[config.mk]
export PLATFORM = sky130hd
export DESIGN_NAME = trig_multi_flat
export DESIGN_NICKNAME = d
export VERILOG_FILES = /design/src/rtl/trig_multi_if.sv /design/src/rtl/trig_multi.sv /design/src/flat_wrapper.sv
export SDC_FILE = /design/constraint.sdc
export NUM_CORES = 1
export LEC_CHECK = 0
export CAP_MARGIN = 10
export CELL_PAD_IN_SITES_DETAIL_PLACEMENT = 0
export CELL_PAD_IN_SITES_GLOBAL_PLACEMENT = 1
export CORE_UTILIZATION = 40
export CTS_CLUSTER_SIZE = 12
export DETAILED_ROUTE_END_ITERATION = 7
export HOLD_SLACK_MARGIN = 0.12
export PLACE_DENSITY = 0.75
export RECOVER_POWER = 25
export SLEW_MARGIN = 20
export SYNTH_ARGS = -nofsm -noshare
export SYNTH_HDL_FRONTEND = slang
export SYNTH_SLANG_ARGS = --single-unit
[constraint.sdc]
create_clock -name CLK -period 1.67 [get_ports CLK]
set_input_delay 0.334 -clock CLK [delete_from_list [all_inputs] [get_ports CLK]]
set_output_delay 0.334 -clock CLK [all_outputs]
set_load 0.03 [all_outputs]
[src/rtl/trig_multi_if.sv]
// ---------------------------------------------------------------------------
// trig_multi_if -- configuration bus for the multi-channel trigger unit.
//
// Signals (driven by the master, consumed by the trigger unit):
//   wEN      configuration write strobe
//   wSEL     0 = channel CMD write, 1 = global write
//   wADDR    channel index for channel writes (AW bits)
//   wCMD     channel: [3] enable, [1:0] pattern; global: [0] mode (0 AND, 1 OR)
//   wDATA    global write: occurrence target (CNTW bits)
//   SetInit  clear all configuration
// ---------------------------------------------------------------------------
interface trig_multi_if #(
    parameter int AW   = 3,
    parameter int CNTW = 16
);
    logic            wEN;
    logic            wSEL;
    logic [AW-1:0]   wADDR;
    logic [3:0]      wCMD;
    logic [CNTW-1:0] wDATA;
    logic            SetInit;

    modport master (output wEN, wSEL, wADDR, wCMD, wDATA, SetInit);
    modport slave  (input  wEN, wSEL, wADDR, wCMD, wDATA, SetInit);
endinterface

[src/rtl/trig_multi.sv]
// ---------------------------------------------------------------------------
// trig_multi -- parametrised multi-channel trigger unit.
//
// Each probe channel keeps a 2-sample history {prev, cur} and matches it
// against a per-channel pattern (00 low, 11 high, 01 rising, 10 falling).
// Channel results are combined in AND or OR mode; an IDLE/ARMED/FIRED state
// machine turns the combined match into a held flag and a one-cycle pulse.
//
// Optional feature: define TRIG_CNT_EN to fire on the Nth match (occurrence
// counter + target loaded by a global write). Without it the first match
// while armed fires and wDATA is ignored.
//
// Ports:
//   CLK        clock, rising edge
//   RSTn       asynchronous active-low reset
//   cfg        configuration bus (trig_multi_if.slave)
//   Xin[CH]    probe inputs, synchronous to CLK
//   EN         arm request (1 armed, 0 disarm / return to IDLE)
//   ResTri     trigger flag, high while FIRED
//   TrigPulse  one-cycle pulse on entry to FIRED
//   Armed      high while ARMED
// ---------------------------------------------------------------------------
module trig_multi #(
    parameter int CH   = 8,
    parameter int AW   = 3,
    parameter int CNTW = 16
) (
    input  logic            CLK,
    input  logic            RSTn,
    trig_multi_if.slave     cfg,
    input  logic [CH-1:0]   Xin,
    input  logic            EN,
    output logic            ResTri,
    output logic            TrigPulse,
    output logic            Armed
);

    localparam logic [1:0] ST_IDLE  = 2'd0;
    localparam logic [1:0] ST_ARMED = 2'd1;
    localparam logic [1:0] ST_FIRED = 2'd2;

    logic [1:0]         state, stateNext;
    logic [CH-1:0][1:0] XinReg;      // [1] previous sample, [0] current sample
    logic [1:0]         fillCnt;     // samples taken since reset, saturates at 2
    logic [CH-1:0]      cmdEn;
    logic [CH-1:0][1:0] cmdPat;
    logic               modeOr;
    logic [CH-1:0]      chanRes;
    logic               hit;
    logic               fireOk;
    logic               unusedCfg;

    // -----------------------------------------------------------------------
    // Channel history and fill counter: shift in every cycle, in all states.
    // -----------------------------------------------------------------------
    // NOTE: sequential state uses non-blocking (<=) so every flop samples the
    // pre-edge values, independent of always-block ordering.
    always_ff @(posedge CLK or negedge RSTn) begin
        if (!RSTn) begin
            XinReg  <= '0;
            fillCnt <= '0;
        end else begin
            for (int c = 0; c < CH; c++)
                XinReg[c] <= {XinReg[c][0], Xin[c]};
            if (fillCnt != 2'd2)
                fillCnt <= fillCnt + 2'd1;
        end
    end

    // -----------------------------------------------------------------------
    // Configuration registers. A write strobe wins over SetInit; channel
    // writes to an index >= CH match no channel and are dropped.
    // -----------------------------------------------------------------------
`ifdef TRIG_CNT_EN
    logic [CNTW-1:0] occTarget;
`endif

    // NOTE: this is a small flop-based register file, not a RAM, so it is
    // cleared by the asynchronous reset like any other state.
    always_ff @(posedge CLK or negedge RSTn) begin
        if (!RSTn) begin
            cmdEn     <= '0;
            cmdPat    <= '0;
            modeOr    <= 1'b0;
`ifdef TRIG_CNT_EN
            occTarget <= '0;
`endif
        end else if (cfg.wEN) begin
            if (!cfg.wSEL) begin
                for (int c = 0; c < CH; c++) begin
                    if (cfg.wADDR == AW'(c)) begin
                        cmdEn[c]  <= cfg.wCMD[3];
                        cmdPat[c] <= cfg.wCMD[1:0];
                    end
                end
            end else begin
                modeOr    <= cfg.wCMD[0];
`ifdef TRIG_CNT_EN
                occTarget <= cfg.wDATA;
`endif
            end
        end else if (cfg.SetInit) begin
            cmdEn     <= '0;
            cmdPat    <= '0;
            modeOr    <= 1'b0;
`ifdef TRIG_CNT_EN
            occTarget <= CNTW'(1);
`endif
        end
    end

    // -----------------------------------------------------------------------
    // Combined match. A disabled channel is the identity of the reduction:
    // 1 for AND, 0 for OR.
    // -----------------------------------------------------------------------
    // NOTE: every always_comb output gets a default first so no path leaves
    // it unassigned, which would infer a latch.
    always_comb begin
        chanRes = '0;
        for (int c = 0; c < CH; c++)
            chanRes[c] = cmdEn[c] ? (XinReg[c] == cmdPat[c]) : !modeOr;
        hit = (fillCnt == 2'd2) && (modeOr ? |chanRes : &chanRes);
    end

    // -----------------------------------------------------------------------
    // Fire qualification.
    // -----------------------------------------------------------------------
`ifdef TRIG_CNT_EN
    logic [CNTW-1:0] occCnt, cntNext, effTarget;

    assign cntNext   = (&occCnt) ? occCnt : occCnt + CNTW'(1);
    assign effTarget = (occTarget == '0) ? CNTW'(1) : occTarget;
    // Fire on the hit that brings the count up to the target.
    assign fireOk    = hit && (cntNext == effTarget);
    assign unusedCfg = cfg.wCMD[2];

    always_ff @(posedge CLK or negedge RSTn) begin
        if (!RSTn)
            occCnt <= '0;
        else if (state == ST_IDLE)
            occCnt <= '0;
        else if (state == ST_ARMED && EN && hit)
            occCnt <= cntNext;
    end
`else
    assign fireOk    = hit;
    assign unusedCfg = cfg.wCMD[2] ^ (^cfg.wDATA);
`endif

    // -----------------------------------------------------------------------
    // Armed/fired state machine. Dropping EN always wins over a hit.
    // -----------------------------------------------------------------------
    always_comb begin
        stateNext = state;
        case (state)
            ST_IDLE:  if (EN) stateNext = ST_ARMED;
            ST_ARMED: begin
                if (!EN)         stateNext = ST_IDLE;
                else if (fireOk) stateNext = ST_FIRED;
            end
            ST_FIRED: if (!EN) stateNext = ST_IDLE;
            default:  stateNext = ST_IDLE;
        endcase
    end

    // Outputs are decoded from the next state so they are true flops that
    // line up with the state register.
    always_ff @(posedge CLK or negedge RSTn) begin
        if (!RSTn) begin
            state     <= ST_IDLE;
            ResTri    <= 1'b0;
            TrigPulse <= 1'b0;
            Armed     <= 1'b0;
        end else begin
            state     <= stateNext;
            ResTri    <= (stateNext == ST_FIRED);
            Armed     <= (stateNext == ST_ARMED);
            TrigPulse <= (state == ST_ARMED) && (stateNext == ST_FIRED);
        end
    end

endmodule

[src/flat_wrapper.sv]
// flat-port wrapper written by rule: the top's interface ports become plain ports
module trig_multi_flat 
#(
    parameter int CH   = 8,
    parameter int AW   = 3,
    parameter int CNTW = 16
)
  (CLK, RSTn, Xin, EN, ResTri, TrigPulse, Armed, cfg_wEN, cfg_wSEL, cfg_wADDR, cfg_wCMD, cfg_wDATA, cfg_SetInit);
  trig_multi_if #(.AW(AW), .CNTW(CNTW)) cfg_i ();
  input  logic CLK;
  input  logic RSTn;
  input  logic [CH-1:0] Xin;
  input  logic EN;
  output logic ResTri;
  output logic TrigPulse;
  output logic Armed;
  input wire logic [$bits(cfg_i.wEN)-1:0] cfg_wEN;
  input wire logic [$bits(cfg_i.wSEL)-1:0] cfg_wSEL;
  input wire logic [$bits(cfg_i.wADDR)-1:0] cfg_wADDR;
  input wire logic [$bits(cfg_i.wCMD)-1:0] cfg_wCMD;
  input wire logic [$bits(cfg_i.wDATA)-1:0] cfg_wDATA;
  input wire logic [$bits(cfg_i.SetInit)-1:0] cfg_SetInit;
  assign cfg_i.wEN = cfg_wEN;
  assign cfg_i.wSEL = cfg_wSEL;
  assign cfg_i.wADDR = cfg_wADDR;
  assign cfg_i.wCMD = cfg_wCMD;
  assign cfg_i.wDATA = cfg_wDATA;
  assign cfg_i.SetInit = cfg_SetInit;
  trig_multi #(.CH(CH), .AW(AW), .CNTW(CNTW)) u_core (.CLK(CLK), .RSTn(RSTn), .cfg(cfg_i), .Xin(Xin), .EN(EN), .ResTri(ResTri), .TrigPulse(TrigPulse), .Armed(Armed));
endmodule
==> results.yml, run 1 <==
power:
  power.static_leakage_uw: 0.00111
  vdd_drop_max_mv: 0.529
  finalPower_uw: 2420
  p_per_area_nw_per_um2: 953
global_routing:
  grt-ovfl-total: 0
  grt_pass1_wl_mm: 6.08
  antenna_found_initial: 0
  grt_max_degree: 29
  grt_pass1_vias: 1326
  gr-usage-all-layers: 0.157
routing:
  via_per_inst: 5.01
  first_pass_iters: 4
  drtIter0Drc: 28
  wl_per_cell_um: 14.0
  vias: 1292
  routed_wl_mm: 3.61
  ant_nets: 0
  drc: 0
status:
  violations: "setup timing"
  status: "finished, violations left"
timing:
  rsz0062_at_grt: "true"
  tightest_slew_ns: 0.539
  period_share: 1.00
  period_minus_slack_ns: 1.68
  setup_viol_count_final: 1
  slew_headroom: 0.641
  hold_violations: 0
  drv_slew: 0
  skew_ns: 0.00500
  fmax_mhz: 596
  setup_ws_ns: -0.00829
clocking:
  clockBufferDepth: 2
  cts-root-buf: "clkbuf_8"
  cts_buffers: 5
  clk_pin_slew_worst_paths_ns: 0.08
  clkSinkCount: 48
  cts_tree: "built"
  worstSkewPairLatency_ns: 0.29
  cts-htree-levels: 2
placement:
  io_buffers: 22
  gp_congestion: 0.783
  place_ws_ns: -0.270
  dp_cells: 248
  dp_hpwl_mm: 2.65
  dpl_cell_area_sq_um: 2370
worst_setup_path:
  worst-setup-path-type: "flip-flop to flip-flop"
  path_common_cell: "a31oi_2"
  critPathSlowestCell: "dfrtp_1"
  worstSetupEndpointType: "flip-flop"
  startpoint_type: "flip-flop"
  cp.required_ns: 1.87
  slowest_delay_ns: 0.41
  arrival_ns: 1.88
  crit_chain: "xnor2_2, a31oi_2, nor4_2, a31oi_2, buf_4, o31ai_2"
  critPathMaxFanout: 4
synth:
  synthCells: 151
  synth_ff_type: "dfrtp_1"
  yosysWarnings: 0
  synth_cell_types: 30
  syn_nets: 189
  yosysSeqAreaShare: 0.603
  synth_compound_area_frac: 0.0785
  mappedNetlistArea_sq_um: 1990
  synthAdderAreaFrac: 0.00628
  synth_top_family_by_area: "multiplexers"
  synth_edf_count: 0
  async_flop_share: 1.00
  ys_ff_latch: 48
  synth_xor_area_frac: 0.0747
  yosys-mux-area-fraction: 0.136
  avgSynthCellArea_sq_um: 13.2
  yosys.area_share.simple: 0.0835
final_layout:
  area_delta_synth_final_pct: 27.3
  drive_gt1_frac: 0.298
  final_area_sq_um: 2540
  final_nets: 229
  fin_cells: 258
  diodes: 0
  final_util: 0.534
  nFillCells: 425
die:
  start_util: 0.419
  die_w_um: 72.6
  core_sq_um: 4750
  die_h_um: 72.6
  dieArea_sq_um: 5270
  rows: 25
  ios: 40
worst_hold_path:
  min_path_type: "flip-flop to flip-flop"
run:
  drv_cap: 0
[cells in the mapped netlist (2+ instances only)]
master	count	area (sq um)
xnor2_1	17	149
nor3_1	2	10.0
mux2_2	24	270
nand2_1	6	22.5
dfrtp_1	48	1200
buf_1	2	7.51
o31ai_1	2	15.0
o311a_1	2	20.0
nor2_1	8	30.0
nand3b_1	2	15.0
and2_1	3	18.8
o21ai_0	4	20.0
nand3_1	3	15.0
inv_1	4	15.0
a31oi_1	8	50.1
nand4_1	2	12.5
[metal layers]
layer  wire (um)  global-route usage  vias up
met5           0                   0        -
met4          46              0.0588        0
met3         138              0.0414        5
met2        2020               0.288       24
met1        1410               0.173      645
li1            -                   -      618
[critical path: cells and delay by family, from the launching register on]
kind / cells / cell delay (ns)
buffers and inverters: 1 / 0.18
and+or+nand+nor: 1 / 0.34
DFF: 1 / 0.41
AOI/OAI and AO/OA: 3 / 0.49
xor gates and xnor gates: 1 / 0.16
[cell type report]
cell class | count | area [sq um] | area share
inverters | 4 | 15.0 | 0.00592
flip-flops and latches | 48 | 1200 | 0.474
well taps | 67 | 83.8 | 0.0330
repair buffers | 37 | 348 | 0.137
clock buffers | 6 | 72.6 | 0.0286
multi-input cells | 95 | 811 | 0.320
clock inverters | 1 | 5.00 | 0.00197
[state kept, by name, indices dropped and copies added (netlist names)]
name              cells
u_core.XinReg        16
u_core.cmdEn          8
u_core.cmdPat        16
u_core.TrigPulse      1
u_core.ResTri         1
u_core.Armed          1
u_core.state          2
u_core.modeOr         1
u_core.fillCnt        2
[worst paths after layout]
kind | startpoint | to | slack, ns | cells past startpoint
worst max-delay path | u_core.XinReg[10] | u_core.ResTri | -0.008 | 6
worst min-delay path | u_core.XinReg[12] | u_core.XinReg[13] | 0.40 | 0
min in group asynchronous | RSTn | u_core.fillCnt[1] | 0.55 | 2
max in group asynchronous | RSTn | u_core.modeOr | 0.58 | 3
worst max register to register | u_core.XinReg[10] | u_core.ResTri | -0.008 | 6
worst min register to register | u_core.XinReg[12] | u_core.XinReg[13] | 0.40 | 0
[placed cells by master, fill, tap and decap left out, types with 2 or more instances in the layout]
cell type,synthesis,layout
o21ai_0,4,4
xnor2_2,0,2
xnor2_1,17,15
and2_1,3,3
clkdlybuf4s50_1,0,11
inv_1,4,4
nand3_1,3,3
mux2_2,24,24
dfrtp_1,48,47
clkbuf_8,0,5
o311a_1,2,2
dlygate4sd3_1,0,9
a31oi_2,0,4
nand3b_1,2,2
nand2_1,6,6
nand4_1,2,2
a31oi_1,8,4
dlymetal6s2s_1,0,2
nor2_1,8,8
buf_4,0,13
[repair_timing]
item,in CTS,in global routing
hold endpoints to repair,20,0
hold buffers,1,0
endpoints found under the setup margin,4,7
pin swaps,8,7
gates resized for setup,3,9
buffers inserted,0,2
[report_power, final]
part,switching (uW),internal (uW),leakage [uW],total (uW)
combinational,196,243,0.000469,439
clock,348,285,0.0000410,632
sequential,75.2,1270,0.000596,1350
[metrics by stage]
stage	setup TNS, ns	hold slack, ns
after floorplan	0	0.0384
after global placement	-4.35	0.307
after detailed placement	-4.98	0.316
after CTS	-0.113	0.398
after global routing	-0.262	0.416
final	-0.00829	0.397
[kinds of logic after synthesis]
kind of cell / after synthesis
DFF: 48
and+or+nand+nor: 31
muxes: 24
AOI/OAI and AO/OA: 22
xor gates and xnor gates: 17
buffers and inverters: 8
adders and majority gates: 1
No activity file was read; power rests on OpenSTA's default activity.
==> inputs of run 2 (changes only) <==
--- a/config.mk
+++ b/config.mk
@@ -5,14 +5,16 @@
 export SDC_FILE = /design/constraint.sdc
 export NUM_CORES = 1
 export LEC_CHECK = 0
+export ABC_AREA = 1
 export CAP_MARGIN = 10
 export CELL_PAD_IN_SITES_DETAIL_PLACEMENT = 0
 export CELL_PAD_IN_SITES_GLOBAL_PLACEMENT = 1
-export CORE_UTILIZATION = 40
+export CORE_MARGIN = 2
+export CORE_UTILIZATION = 38
 export CTS_CLUSTER_SIZE = 12
 export DETAILED_ROUTE_END_ITERATION = 7
 export HOLD_SLACK_MARGIN = 0.12
-export PLACE_DENSITY = 0.75
+export PLACE_DENSITY = 0.77
 export RECOVER_POWER = 25
 export SLEW_MARGIN = 20
 export SYNTH_ARGS = -nofsm -noshare
==> results.yml, run 2 <==
status:
  status: "complete, no violations"
die:
  dieArea_sq_um: 6110
  core_sq_um: 5410
  ios: 40
  rows: 27
  die_w_um: 78.2
  start_util: 0.387
  die_h_um: 78.2
worst_setup_path:
  crit_buf_inv: 1
  reg2reg_depth: 9
  path_delay_family: "buffers and inverters"
  setup.worst_path.end: "Armed"
  cp.required_ns: 1.34
  r2r_slack_ns: 0.32
  critPathSlowestCell: "clkdlybuf4s50_1"
  crit_chain: "clkdlybuf4s50_1"
  critPathMaxFanout: 1
  crit_cells: 1
  worstSetupEndpointType: "primary output"
  slowest_delay_ns: 0.66
  timing.rr.start: "u_core.modeOr"
  arrival_ns: 1.28
  crit_path_start: "u_core.Armed"
  worst-setup-path-type: "flip-flop to primary output"
  startpoint_type: "flip-flop"
  rr_endpoint: "u_core.state[1]"
synth:
  yosys.cell_count.top_type: "nand2_1"
  synth_ff_type: "dfrtp_1"
  synthTopCellsByArea: "dfrtp_1, nand2_1, o21ai_0"
  synth_top_area_frac: 0.574
  avgSynthCellArea_sq_um: 8.30
  mappedNetlistArea_sq_um: 2090
  synthCells: 252
  synth_edf_count: 0
  synth_top_area_cell: "dfrtp_1"
  async_flop_share: 1.00
  yosysWarnings: 0
  synth_commonest_cells: "nand2_1, dfrtp_1, inv_1, o21ai_0"
  synth_cell_types: 16
  syn_nets: 290
  yosysSeqAreaShare: 0.574
  ys_ff_latch: 48
final_layout:
  biggestRegsByFlops: "u_core.XinReg: 16 flops, u_core.cmdPat: 16 flops, u_core.cmdEn: 8 flops"
  area_delta_synth_final_pct: 21.8
  regArea_sq_um: 1200
  final_common_cell: "nand2_1"
  final_cell_mix: "nand2_1, dfrtp_1, inv_1"
  nFillCells: 570
  diodes: 0
  multiInputGateArea_sq_um: 751
  drive_gt1_frac: 0.0561
  final_nets: 322
clocking:
  post-cts-setup-buffer-count: 0
  clkSinkCount: 48
  cts-root-buf: "clkbuf_8"
  worstSkewPairLatency_ns: 0.30
  cts_hold_buf: 1
  clk_pin_slew_worst_paths_ns: 0.09
  cts_buffers: 5
  clockBufferDepth: 2
  ctsResizeCount: 0
  cts_tree: "built"
  cts-htree-levels: 2
power:
  clockPowerShare: 0.323
  p_seq_frac: 0.524
  p_per_area_nw_per_um2: 1000
  finalPower_uw: 2560
  switching_share: 0.265
  vdd_drop_max_mv: 0.521
  combPwrFrac: 0.153
  internal_power_uw: 1880
  power.static_leakage_uw: 0.00127
  p_sw_uw: 678
global_routing:
  grt_pass1_wl_mm: 6.38
  grt_pass1_vias: 1442
  grt-ovfl-total: 0
  antenna_found_initial: 0
  grt_max_degree: 33
  gr-usage-all-layers: 0.136
placement:
  gp_congestion: 0.714
  place_ws_ns: 0.0707
  io_buffers: 22
  dp_hpwl_mm: 2.68
timing:
  skew_ns: 0.0105
  drv_slew: 0
  period_share: 0.965
  tightest_slew_ns: 0.996
  timing.hold.ws_ns: 0.406
  setup_ws_ns: 0.0577
  hold_violations: 0
  final.setup.tns_ns: 0
  period_minus_slack_ns: 1.61
  setup_viol_count_final: 0
  fmax_mhz: 620
  rsz0062_at_grt: "false"
  slew_headroom: 0.336
routing:
  drc: 0
  ant_nets: 0
  wl_per_cell_um: 10.2
  via_per_inst: 4.43
  first_pass_iters: 4
  routed_wl_mm: 3.64
  vias: 1583
  drtIter0Drc: 45
run:
  drv_cap: 0
worst_hold_path:
  hold_depth: 0
  min_path_type: "flip-flop to flip-flop"
## run 2: cell types whose count changed after synthesis, moves of 5 or more
cell     change
a21oi_1      +5
a31oi_1      -8
inv_1       +32
mux2_2      -24
nand2_1     +86
nand3_1      +7
o21ai_0     +31
or2_0        +5
xnor2_1     -15
## run 2: cell type report
| cell class | instances | share of cell area |
|---|---|---|
| Clock buffer | 5 | 0.0270 |
| Sequential cell | 48 | 0.472 |
| Inverter | 36 | 0.0530 |
| Multi-Input combinational cell | 167 | 0.295 |
| Timing Repair Buffer | 26 | 0.102 |
| Tap cell | 72 | 0.0354 |
| Clock inverter | 3 | 0.0167 |
## run 2: worst min path at each step
stage | startpoint | endpoint | slack [ns]
floorplan | RSTn | u_core.Armed | 0.04
finish | u_core.XinReg[12] | u_core.XinReg[13] | 0.41
CTS | u_core.XinReg[12] | u_core.XinReg[13] | 0.41
global placement | RSTn | u_core.XinReg[14] | 0.29
global route | u_core.XinReg[12] | u_core.XinReg[13] | 0.42
detailed placement | RSTn | u_core.XinReg[14] | 0.29
## run 2: cell families (layout without fill, tap and decap cells)
kind of cell               after synthesis  count (layout)  share of synthesized area
AOI/OAI and AO/OA                       43              43                      0.108
DFF                                     48              48                      0.574
and+or+nand+nor                        120             120                      0.233
buffers and inverters                   37              70                     0.0670
xor gates and xnor gates                 3               3                     0.0126
adders and majority gates                1               1                    0.00598
## run 2: routing by layer
layer | wire, um | global-route usage | vias up
met4 | 69 | 0.0579 | 0
met2 | 1570 | 0.212 | 23
met3 | 132 | 0.0345 | 8
met1 | 1870 | 0.181 | 697
li1 | - | - | 855
met5 | 0 | 0 | -
## run 2: per-stage QoR
| stage | util | cells | instance area [sq um] |
|---|---|---|---|
| after CTS | 0.472 | 357 | 2550 |
| after detailed placement | 0.449 | 348 | 2430 |
| after floorplan | - | 252 | 2090 |
| final | 0.471 | 357 | 2550 |
| after global routing | 0.471 | 357 | 2550 |
| after global placement | 0.449 | 348 | 2430 |
## run 2: power groups by stage
stage / clock, uW / combinational (uW) / sequential (uW)
2_1_floorplan: 0 / 245 / 1360
3_3_place_gp: 0 / 398 / 1360
3_5_place_dp: 0 / 403 / 1360
4_1_cts: 847 / 406 / 1340
5_1_grt: 901 / 464 / 1360
6_report: 827 / 391 / 1340
==> inputs of run 3 (changes only) <==
--- a/config.mk
+++ b/config.mk
@@ -6,7 +6,7 @@
 export NUM_CORES = 1
 export LEC_CHECK = 0
 export ABC_AREA = 1
-export CAP_MARGIN = 10
+export CAP_MARGIN = 5
 export CELL_PAD_IN_SITES_DETAIL_PLACEMENT = 0
 export CELL_PAD_IN_SITES_GLOBAL_PLACEMENT = 1
 export CORE_MARGIN = 2
==> results of run 3 <==
Final layout, timing and power as in run 2 (identical DEF).
